==> config.mk <==
export PLATFORM = sky130hd
export DESIGN_NAME = multi_dac_spi_cfg
export DESIGN_NICKNAME = d
export VERILOG_FILES = /design/src/rtl/multi_dac_spi_cfg.sv
export SDC_FILE = /design/constraint.sdc
export NUM_CORES = 1
export LEC_CHECK = 0
export CAP_MARGIN = 30
export CORE_MARGIN = 4
export CORE_UTILIZATION = 44
export CTS_CLUSTER_SIZE = 40
export DETAILED_ROUTE_END_ITERATION = 8
export GPL_TIMING_DRIVEN = 0
export PLACE_DENSITY = 0.64
export SYNTH_ARGS = -nofsm -noshare
export SYNTH_HDL_FRONTEND = slang
export SYNTH_SLANG_ARGS = --single-unit
export TNS_END_PERCENT = 100
==> constraint.sdc <==
create_clock -name dac_clk -period 2.6 [get_ports dac_clk]
set_input_delay 0.39 -clock dac_clk [delete_from_list [all_inputs] [get_ports dac_clk]]
set_output_delay 0.39 -clock dac_clk [all_outputs]
set_load 0.1 [all_outputs]
==> src/rtl/multi_dac_spi_cfg.sv <==
// Sweeps enabled DAC channel words out over SPI (CPOL=0/CPHA=0), one CS frame per channel, then pulses done_o.
// Start to first CS low is 2 cycles with no backpressure. DAC_CFG_AUTO_START_EN adds one start shortly after reset release.
module multi_dac_spi_cfg #(
  parameter int NUM_CH  = 4,
  parameter int DATA_W  = 16,
  parameter int SCK_DIV = 2,
  parameter int CS_GAP  = 2
) (
  input  logic                     dac_clk,
  input  logic                     rst_n,
  input  logic                     start_i,
  input  logic [NUM_CH-1:0]        ch_en_i,
  input  logic [NUM_CH*DATA_W-1:0] ch_word_i,
  output logic                     busy_o,
  output logic                     done_o,
  output logic [2:0]               ch_idx_o,
  output logic                     dac_sck_o,
  output logic                     dac_cs_n_o,
  output logic                     dac_mosi_o
);

  localparam int DIV_W = (SCK_DIV > 1) ? $clog2(SCK_DIV) : 1;
  localparam int BIT_W = $clog2(DATA_W);
  localparam int GAP_W = (CS_GAP > 1) ? $clog2(CS_GAP) : 1;

  typedef enum logic [2:0] {IDLE, LOAD, SETUP, SHIFT, HOLD, GAP, DONE} state_t;

  state_t                    state;
  logic [NUM_CH-1:0]         en_q;
  logic [NUM_CH*DATA_W-1:0]  word_q;
  logic [DATA_W-1:0]         sh_q;
  logic [DIV_W-1:0]          div_cnt;
  logic [BIT_W-1:0]          bit_cnt;
  logic [GAP_W-1:0]          gap_cnt;
  logic                      start_req;
  logic                      div_last;

  logic                      nxt_found;
  logic [2:0]                nxt_ch;
  logic [DATA_W-1:0]         nxt_word;
  logic [NUM_CH-1:0]         src_en;
  logic [NUM_CH*DATA_W-1:0]  src_word;

`ifdef DAC_CFG_AUTO_START_EN
  logic [1:0] boot_cnt;

  always_ff @(posedge dac_clk or negedge rst_n) begin
    if (!rst_n) begin
      boot_cnt <= '0;
    end else if (boot_cnt != 2'd2) begin
      boot_cnt <= boot_cnt + 2'd1;
    end
  end

  assign start_req = start_i | (boot_cnt == 2'd1);
`else
  assign start_req = start_i;
`endif

  assign div_last = (div_cnt == DIV_W'(SCK_DIV - 1));

  // In LOAD the selection looks at the live inputs (being latched this cycle); afterwards only latched data above the current channel.
  always_comb begin
    nxt_found = 1'b0;
    nxt_ch    = '0;
    nxt_word  = '0;
    src_en    = (state == LOAD) ? ch_en_i   : en_q;
    src_word  = (state == LOAD) ? ch_word_i : word_q;
    for (int k = NUM_CH - 1; k >= 0; k--) begin
      if (src_en[k] && ((state == LOAD) || (k > int'(ch_idx_o)))) begin
        nxt_found = 1'b1;
        nxt_ch    = 3'(k);
        nxt_word  = src_word[k*DATA_W +: DATA_W];
      end
    end
  end

  always_ff @(posedge dac_clk or negedge rst_n) begin
    if (!rst_n) begin
      state      <= IDLE;
      en_q       <= '0;
      word_q     <= '0;
      sh_q       <= '0;
      div_cnt    <= '0;
      bit_cnt    <= '0;
      gap_cnt    <= '0;
      busy_o     <= 1'b0;
      done_o     <= 1'b0;
      ch_idx_o   <= '0;
      dac_sck_o  <= 1'b0;
      dac_cs_n_o <= 1'b1;
      dac_mosi_o <= 1'b0;
    end else begin
      done_o <= 1'b0;
      case (state)
        IDLE: begin
          if (start_req) begin
            state  <= LOAD;
            busy_o <= 1'b1;
          end
        end
        LOAD: begin
          en_q    <= ch_en_i;
          word_q  <= ch_word_i;
          div_cnt <= '0;
          if (nxt_found) begin
            state      <= SETUP;
            dac_cs_n_o <= 1'b0;
            dac_mosi_o <= nxt_word[DATA_W-1];
            sh_q       <= nxt_word;
            bit_cnt    <= '0;
            ch_idx_o   <= nxt_ch;
          end else begin
            state  <= DONE;
            done_o <= 1'b1;
          end
        end
        SETUP: begin
          if (div_last) begin
            div_cnt   <= '0;
            state     <= SHIFT;
            dac_sck_o <= 1'b1;
          end else begin
            div_cnt <= div_cnt + DIV_W'(1);
          end
        end
        SHIFT: begin
          if (div_last) begin
            div_cnt <= '0;
            if (dac_sck_o) begin
              dac_sck_o <= 1'b0;
              // The falling edge after the last bit is the start of HOLD, so MOSI keeps the LSB.
              if (bit_cnt == BIT_W'(DATA_W - 1)) begin
                state <= HOLD;
              end else begin
                bit_cnt    <= bit_cnt + BIT_W'(1);
                dac_mosi_o <= sh_q[DATA_W-2];
                sh_q       <= sh_q << 1;
              end
            end else begin
              dac_sck_o <= 1'b1;
            end
          end else begin
            div_cnt <= div_cnt + DIV_W'(1);
          end
        end
        HOLD: begin
          if (div_last) begin
            div_cnt    <= '0;
            gap_cnt    <= '0;
            state      <= GAP;
            dac_cs_n_o <= 1'b1;
            dac_mosi_o <= 1'b0;
          end else begin
            div_cnt <= div_cnt + DIV_W'(1);
          end
        end
        GAP: begin
          if (div_last) begin
            div_cnt <= '0;
            if (gap_cnt == GAP_W'(CS_GAP - 1)) begin
              if (nxt_found) begin
                state      <= SETUP;
                dac_cs_n_o <= 1'b0;
                dac_mosi_o <= nxt_word[DATA_W-1];
                sh_q       <= nxt_word;
                bit_cnt    <= '0;
                ch_idx_o   <= nxt_ch;
              end else begin
                state  <= DONE;
                done_o <= 1'b1;
              end
            end else begin
              gap_cnt <= gap_cnt + GAP_W'(1);
            end
          end else begin
            div_cnt <= div_cnt + DIV_W'(1);
          end
        end
        DONE: begin
          state    <= IDLE;
          busy_o   <= 1'b0;
          ch_idx_o <= '0;
        end
        default: state <= IDLE;
      endcase
    end
  end

endmodule

### Word-level counts from Yosys, hierarchy flattened

Cells that the tools add are included.

| storage, ports and cells | value |
|---|---|
| flip-flop bits (word level) | 101 |
| input bits | 71 |
| output and inout bits | 8 |
| word-level logic and storage cells | 129 |

| cells by class | value |
|---|---|
| add/subtract/negate cells | 3 |
| $lt $le $gt $ge | 3 |
| equal/unequal tests | 16 |
| mux-type cells | 69 |
| reduce and logical (&&, ||, !) cells | 25 |

Operators by type and width:

| kind | number |
|---|---|
| $mux 16 | 10 |
| $mux 64 | 1 |
| $pmux 16 s3 | 1 |
| $mux 3 | 13 |
| $mux 4 | 7 |
| $mux 1 | 24 |
| $ne 2x2->1 const B | 9 |
| $pmux 3 s6 | 1 |
| $pmux 4 s3 | 1 |
| $pmux 1 s2 | 5 |
| $eq 3x3->1 const B | 3 |
| $pmux 3 s3 | 1 |
| $reduce_and 3->1 | 3 |
| $reduce_bool 3->1 | 3 |
| $reduce_and 8->1 | 1 |
| $reduce_bool 2->1 | 4 |
| $reduce_and 7->1 | 1 |
| $eq 3x2->1 const B | 2 |
| $gt 2x3->1 const A | 2 |
| $mux 2 | 3 |
| $reduce_and 6->1 | 1 |
| $add 4x1->4 const B | 1 |
| $eq 4x4->1 const B | 1 |
| $logic_and 1x1->1 | 4 |
| other kinds (11) | 14 |

### Logic depth before layout (Yosys ltp)

Gate-level depths: netlist of the first run.

| logic depth | value |
|---|---|
| word-level depth | 11 |
| mapped depth | 10 |

### Least setup slack after synthesis of the first run

Ideal clock, no wire load.

| timing | value |
|---|---|
| path type | reg2reg |
| from | register ch_idx_o[1] |
| to | register sh_q[10] |
| library setup time | 0.092 ns |
| arrival | 2.432 ns |
| slack | 0.077 ns |
| stages on the path, launching flop included | 9 |
| cell sequence | dfrtp_1 nor3b_4 o22ai_4 and4_1 buf_4 or2_1 buf_6 buf_12 o31ai_2 |

| on the way | value |
|---|---|
| longest elaborated chain between the ends | 11 |

Ends and longest elaborated chain:

| what | RTL line | source |
|---|---|---|
| from (decl) | 16 | `output logic [2:0] ch_idx_o,` |
| from (signal assigned) | 112 | `ch_idx_o <= nxt_ch;` |
| from (signal assigned) | 168 | `ch_idx_o <= nxt_ch;` |
| $gt 2x3->1 | 70 | `if (src_en[k] && ((state == LOAD) \|\| (k > int'(ch_idx_o)))) begin` |
| $logic_or 1x1->1 | 70 |  |
| $logic_and 1x1->1 | 70 |  |
| $mux 16 / $mux 1 (equally long branches) (4 in series) | 70 |  |
| $mux 16 * | 106, 162 |  |
| $mux 16 | 161 | `if (gap_cnt == GAP_W'(CS_GAP - 1)) begin` |
| $mux 16 | 159 | `if (div_last) begin` |
| $pmux 16 s3 * | 95 | `case (state)` |
| to (signal assigned) | 110 | `sh_q <= nxt_word;` |
| to (signal assigned) | 138 | `sh_q <= sh_q << 1;` |
| to (signal assigned) | 166 | `sh_q <= nxt_word;` |
| to (decl) | 31 | `logic [DATA_W-1:0] sh_q;` |

Every way passes the cells marked *; elsewhere a longest branch is shown, timed or not. The select of a mux whose other input is x is not followed.
A chain may end at the register's enable or synchronous reset.

### Worst setup path after layout of the first run

| timing | value |
|---|---|
| from | register state[2] |
| to | register sh_q[8] |

| on the way | value |
|---|---|
| longest elaborated chain between the ends | 11 |

Ends and longest elaborated chain:

| what | RTL line | source |
|---|---|---|
| from (decl) | 28 | `state_t state;` |
| from (signal assigned) | 80 | `state <= IDLE;` |
| from (signal assigned) | 98 | `state <= LOAD;` |
| from (signal assigned) | 107 | `state <= SETUP;` |
| $eq 3x1->1 | - |  |
| $mux 4 / $logic_or 1x1->1 (equally long branches) | - |  |
| $logic_and 1x1->1 | 70 |  |
| $mux 16 / $mux 1 (equally long branches) (4 in series) | 70 |  |
| $mux 16 | 106, 162 |  |
| $mux 16 | 161 |  |
| $mux 16 | 159 |  |
| $pmux 16 s3 | 95 |  |

Parallel ways exist; a longest one is shown, timed or not. The select of a mux whose other input is x is not followed.

==> out/metrics.csv, run 1 <==
stage,metric,value,unit
status,outcome,finished clean,
floorplanning,die footprint,12400,um^2
finish,"Core Util, Final",56.3,%
sta,skew final,0.0118,ns
synth,post-synthesis xor/xnor area fraction,0,%
clock_network,CTS root buf,clkbuf_8,
route,final WL,14500,um
global_routing,largest net degree at the start of global routing,44,
finish,layout cells sized above 1,8.49,%
setup_path,cell-by-cell trace of the critical path,buf_6 > or3b_1 > buf_4 > buf_1 > a32oi_1 > o22ai_1 > a221oi_1 > o31ai_2,
finish,Non-Filler Instances,784,
route,Antenna Nets Post-Route,0,
route,via count,4566,
sta,final setup fails,0,
route,1st-iter DRT viols,331,
synth,Post-Synthesis Cells,553,
setup_path,top fanout value on the critical path,10,
placed_design,dpl hpwl,10700,um
synth,Mapped Avg Cell Area,8.51,um^2
synth,Synth Area in Adders,0.266,%
sta,Worst Tran Pin Value,0.975,ns
setup_path,worst r2r src,state[2]$_DFFE_PN0P_,
floorplanning,core area,10400,um^2
clock_network,hold buffer count at CTS,0,
sta,fmax,403,MHz
placed_design,IO Port Bufs,75,
route,# DRC,0,
setup_path,slowest CP cell,a221oi_1,
clock_network,Worst-path clk slew,0.08,ns
synth,Most used DFF post-synth,dfrtp_1,
synth,Post-synth EDFFs,0,
clock_network,TritonCTS buffer count,9,
floorplanning,DIE HEIGHT,111,um
finish,fin nets,715,
floorplanning,initial core utilization,45.4,%
hold_path,worst min path class,primary input to asynchronous set/reset pin,
setup_path,Crit Path Category,flip-flop to flip-flop,
synth,synthesized area,4710,um^2
placed_design,pre-CTS setup slack,-0.163,ns
sta,Slew HR,34.8,%
power,maximum vdd ir drop,0.467,mV
route,DRT Pass-1 Iters,5,
sta,Max Slew Vio Count,0,
synth,Synth top cells by count,"129 x nand2_1, 81 x dfrtp_1, 44 x o21ai_0",
synth,Yosys cell types,55,
finish,P&R area growth vs syn,24.2,%
synth,sequential fraction of the synthesis area,43.6,%
run,Max Cap Viol,0,
route,Vias/cell,5.82,
synth,Synth Area in Simple Gates,18.1,%
global_routing,vias in the first global route,4514,
sta,Final period util,95.4,%
floorplanning,I/O pin count,79,
sta,final hold vios,0,
global_routing,antenna violations before repair,0,
setup_path,Setup crit end kind,flip-flop,
placed_design,Routability Congestion,0.850,
synth,main combinational cell family by area after synthesis,compound AO/OA/AOI/OAI gates,
route,WL per Instance,18.5,um
clock_network,H-Tree Depth,3,
setup_path,CP Launch Type,flip-flop,
power,"Power, Total",7.31,mW
clock_network,TritonCTS Sinks,82,
sta,"Worst Setup Slack, final",0.119,ns
synth,post-synthesis mux area share,0.957,%
synth,main area contributors after synthesis,"dfrtp_1 43%, nand2_1 10%, o21ai_0 4.7%, a21oi_1 4.3%, o22a_1 3.0%",
clock_network,Max Root-Sink Buffers,2,
synth,top cell type's share of synthesized area,43.1,%
global_routing,"Remaining Overflow, GRT",0,
finish,# diodes,0,
power,Static Leak,2.51,nW
sta,sum of negative setup slack,0,ns
synth,register bit total from synthesis,82,
setup_path,reg2reg end,sh_q[8]$_DFFE_PN0P_,
finish,filler instances,1003,
power,pwr/cell area,1250,nW/um^2
floorplanning,Die Span X,111,um
placed_design,placed cell count,765,
setup_path,"setup slack, reg-to-reg",0.12,ns
synth,Yosys warning count,0,
finish,post-route cell area,5840,um^2
setup_path,R2R depth,8,
sta,RSZ-0062 raised after global routing,false,
setup_path,worst path required time,2.85,ns
global_routing,Total Routing Usage GR,23.4,%
placed_design,placed inst area,5650,um^2
setup_path,crit-path max cell delay,0.41,ns
clock_network,Skew-Pair Late Insertion Delay,0.37,ns
synth,Compound-Gate Fraction of Synth Area,29.7,%
sta,hold slack final,0.00355,ns
synth,"Async S/R FF share, synth",100,%
sta,minimum clock period,2.48,ns
floorplanning,row cnt,37,
synth,Yosys top cell by area,dfrtp_1,
setup_path,WP data arrival,2.73,ns
synth,most common cell in the netlist,nand2_1,
synth,syn_nets,625,
clock_network,CTS tree,yes,
global_routing,first-pass GRT wire length,23400,um
[cell type report]
type / count / area (um^2) / area share, %
clock buffers: 15 / 156 / 2.68
plain buffers: 53 / 270 / 4.63
multi-input cells: 398 / 2310 / 39.6
well taps: 136 / 170 / 2.91
clock inverters: 1 / 5.00 / 0.0857
repair buffers: 79 / 798 / 13.7
inverters: 20 / 75.1 / 1.28
flip-flops and latches: 82 / 2050 / 35.1
[worst max path at each step]
stage	start	end	depth (start not counted)	slack [ns]
after global routing	ch_en_i[0]	sh_q[8]$_DFFE_PN0P_	7	0.03
after floorplan	ch_idx_o[1]$_DFFE_PN0P_	sh_q[10]$_DFFE_PN0P_	8	0.08
after detailed placement	ch_en_i[0]	sh_q[8]$_DFFE_PN0P_	7	-0.16
after global placement	rst_n	word_q[58]$_DFF_PN0_	1	-2.02
final	state[2]$_DFFE_PN0P_	sh_q[8]$_DFFE_PN0P_	8	0.12
after CTS	ch_idx_o[1]$_DFFE_PN0P_	sh_q[8]$_DFFE_PN0P_	6	0.12
[placed cells by master (no fill, tap or decap), types with 2 or more instances in the layout]
cell / Yosys / final
a211oi_1: 16 / 16
a21boi_0: 2 / 2
a21o_1: 2 / 2
a21oi_1: 40 / 40
a221oi_1: 14 / 14
a22o_1: 3 / 3
a31oi_1: 4 / 4
a32oi_1: 15 / 15
and3_1: 2 / 2
and4_1: 2 / 2
buf_1: 3 / 3
buf_2: 7 / 7
buf_4: 4 / 8
buf_6: 4 / 4
clkbuf_1: 33 / 38
clkbuf_8: 0 / 10
clkdlybuf4s50_1: 0 / 74
dfrtp_1: 81 / 81
inv_1: 20 / 20
mux2i_1: 2 / 2
nand2_1: 129 / 129
nand2b_1: 3 / 3
nand3_1: 10 / 10
nand4_1: 2 / 2
nor2_1: 26 / 26
nor2b_1: 5 / 5
nor3_1: 2 / 2
nor3b_4: 2 / 2
o21ai_0: 44 / 44
o22a_1: 16 / 16
o22ai_1: 18 / 18
o31ai_1: 7 / 7
o31ai_2: 9 / 9
or3_1: 2 / 2
[logic make-up (layout without fill, tap and decap cells)]
logic type | Yosys count | after routing
other cells | 1 | 1
flops | 82 | 82
simple gates | 192 | 192
buf+inv | 73 | 168
fa+ha+maj | 1 | 1
mux | 4 | 4
compound gates | 200 | 200
[state kept, by name (all words and copies together), names as in the netlist, 2 cells and up]
signal	cells
word_q	48
bit_cnt	4
sh_q	15
en_q	3
ch_idx_o	2
state	3
[timing repair]
action / 4_1_cts / 5_1_grt
hold endpoints to repair: 0 / 0
setup buffers: 0 / 3
resized for setup: 0 / 1
setup endpoints to repair: 0 / 7
[per-layer routing]
layer  share of wire, %  up-vias  GRT usage [%]
met5                  0        -              0
met4                1.5        0           6.49
met3                7.9       18           3.64
met2                 46      187           37.2
met1                 44     2192           33.4
li1                   -     2169              -
[power breakdown]
part	internal, mW	total (mW)	switching [mW]
combinational	1.58	4.19	2.61
sequential	1.89	2.27	0.379
clock	0.375	0.844	0.469
total	3.85	7.31	3.46
[worst max-delay path: cells and delay by family (launching register included)]
family | cells | cell delay, ns
compound gates | 4 | 1.02
buf+inv | 3 | 0.61
flops | 1 | 0.38
simple gates | 1 | 0.35
No activity file was read; power rests on OpenSTA's default activity.
==> run 2, diff against run 1 <==
SKIP_CTS_REPAIR_TIMING = 1   (was unset)
==> results of run 2 <==
Final layout, timing and power as in run 1 (identical DEF).
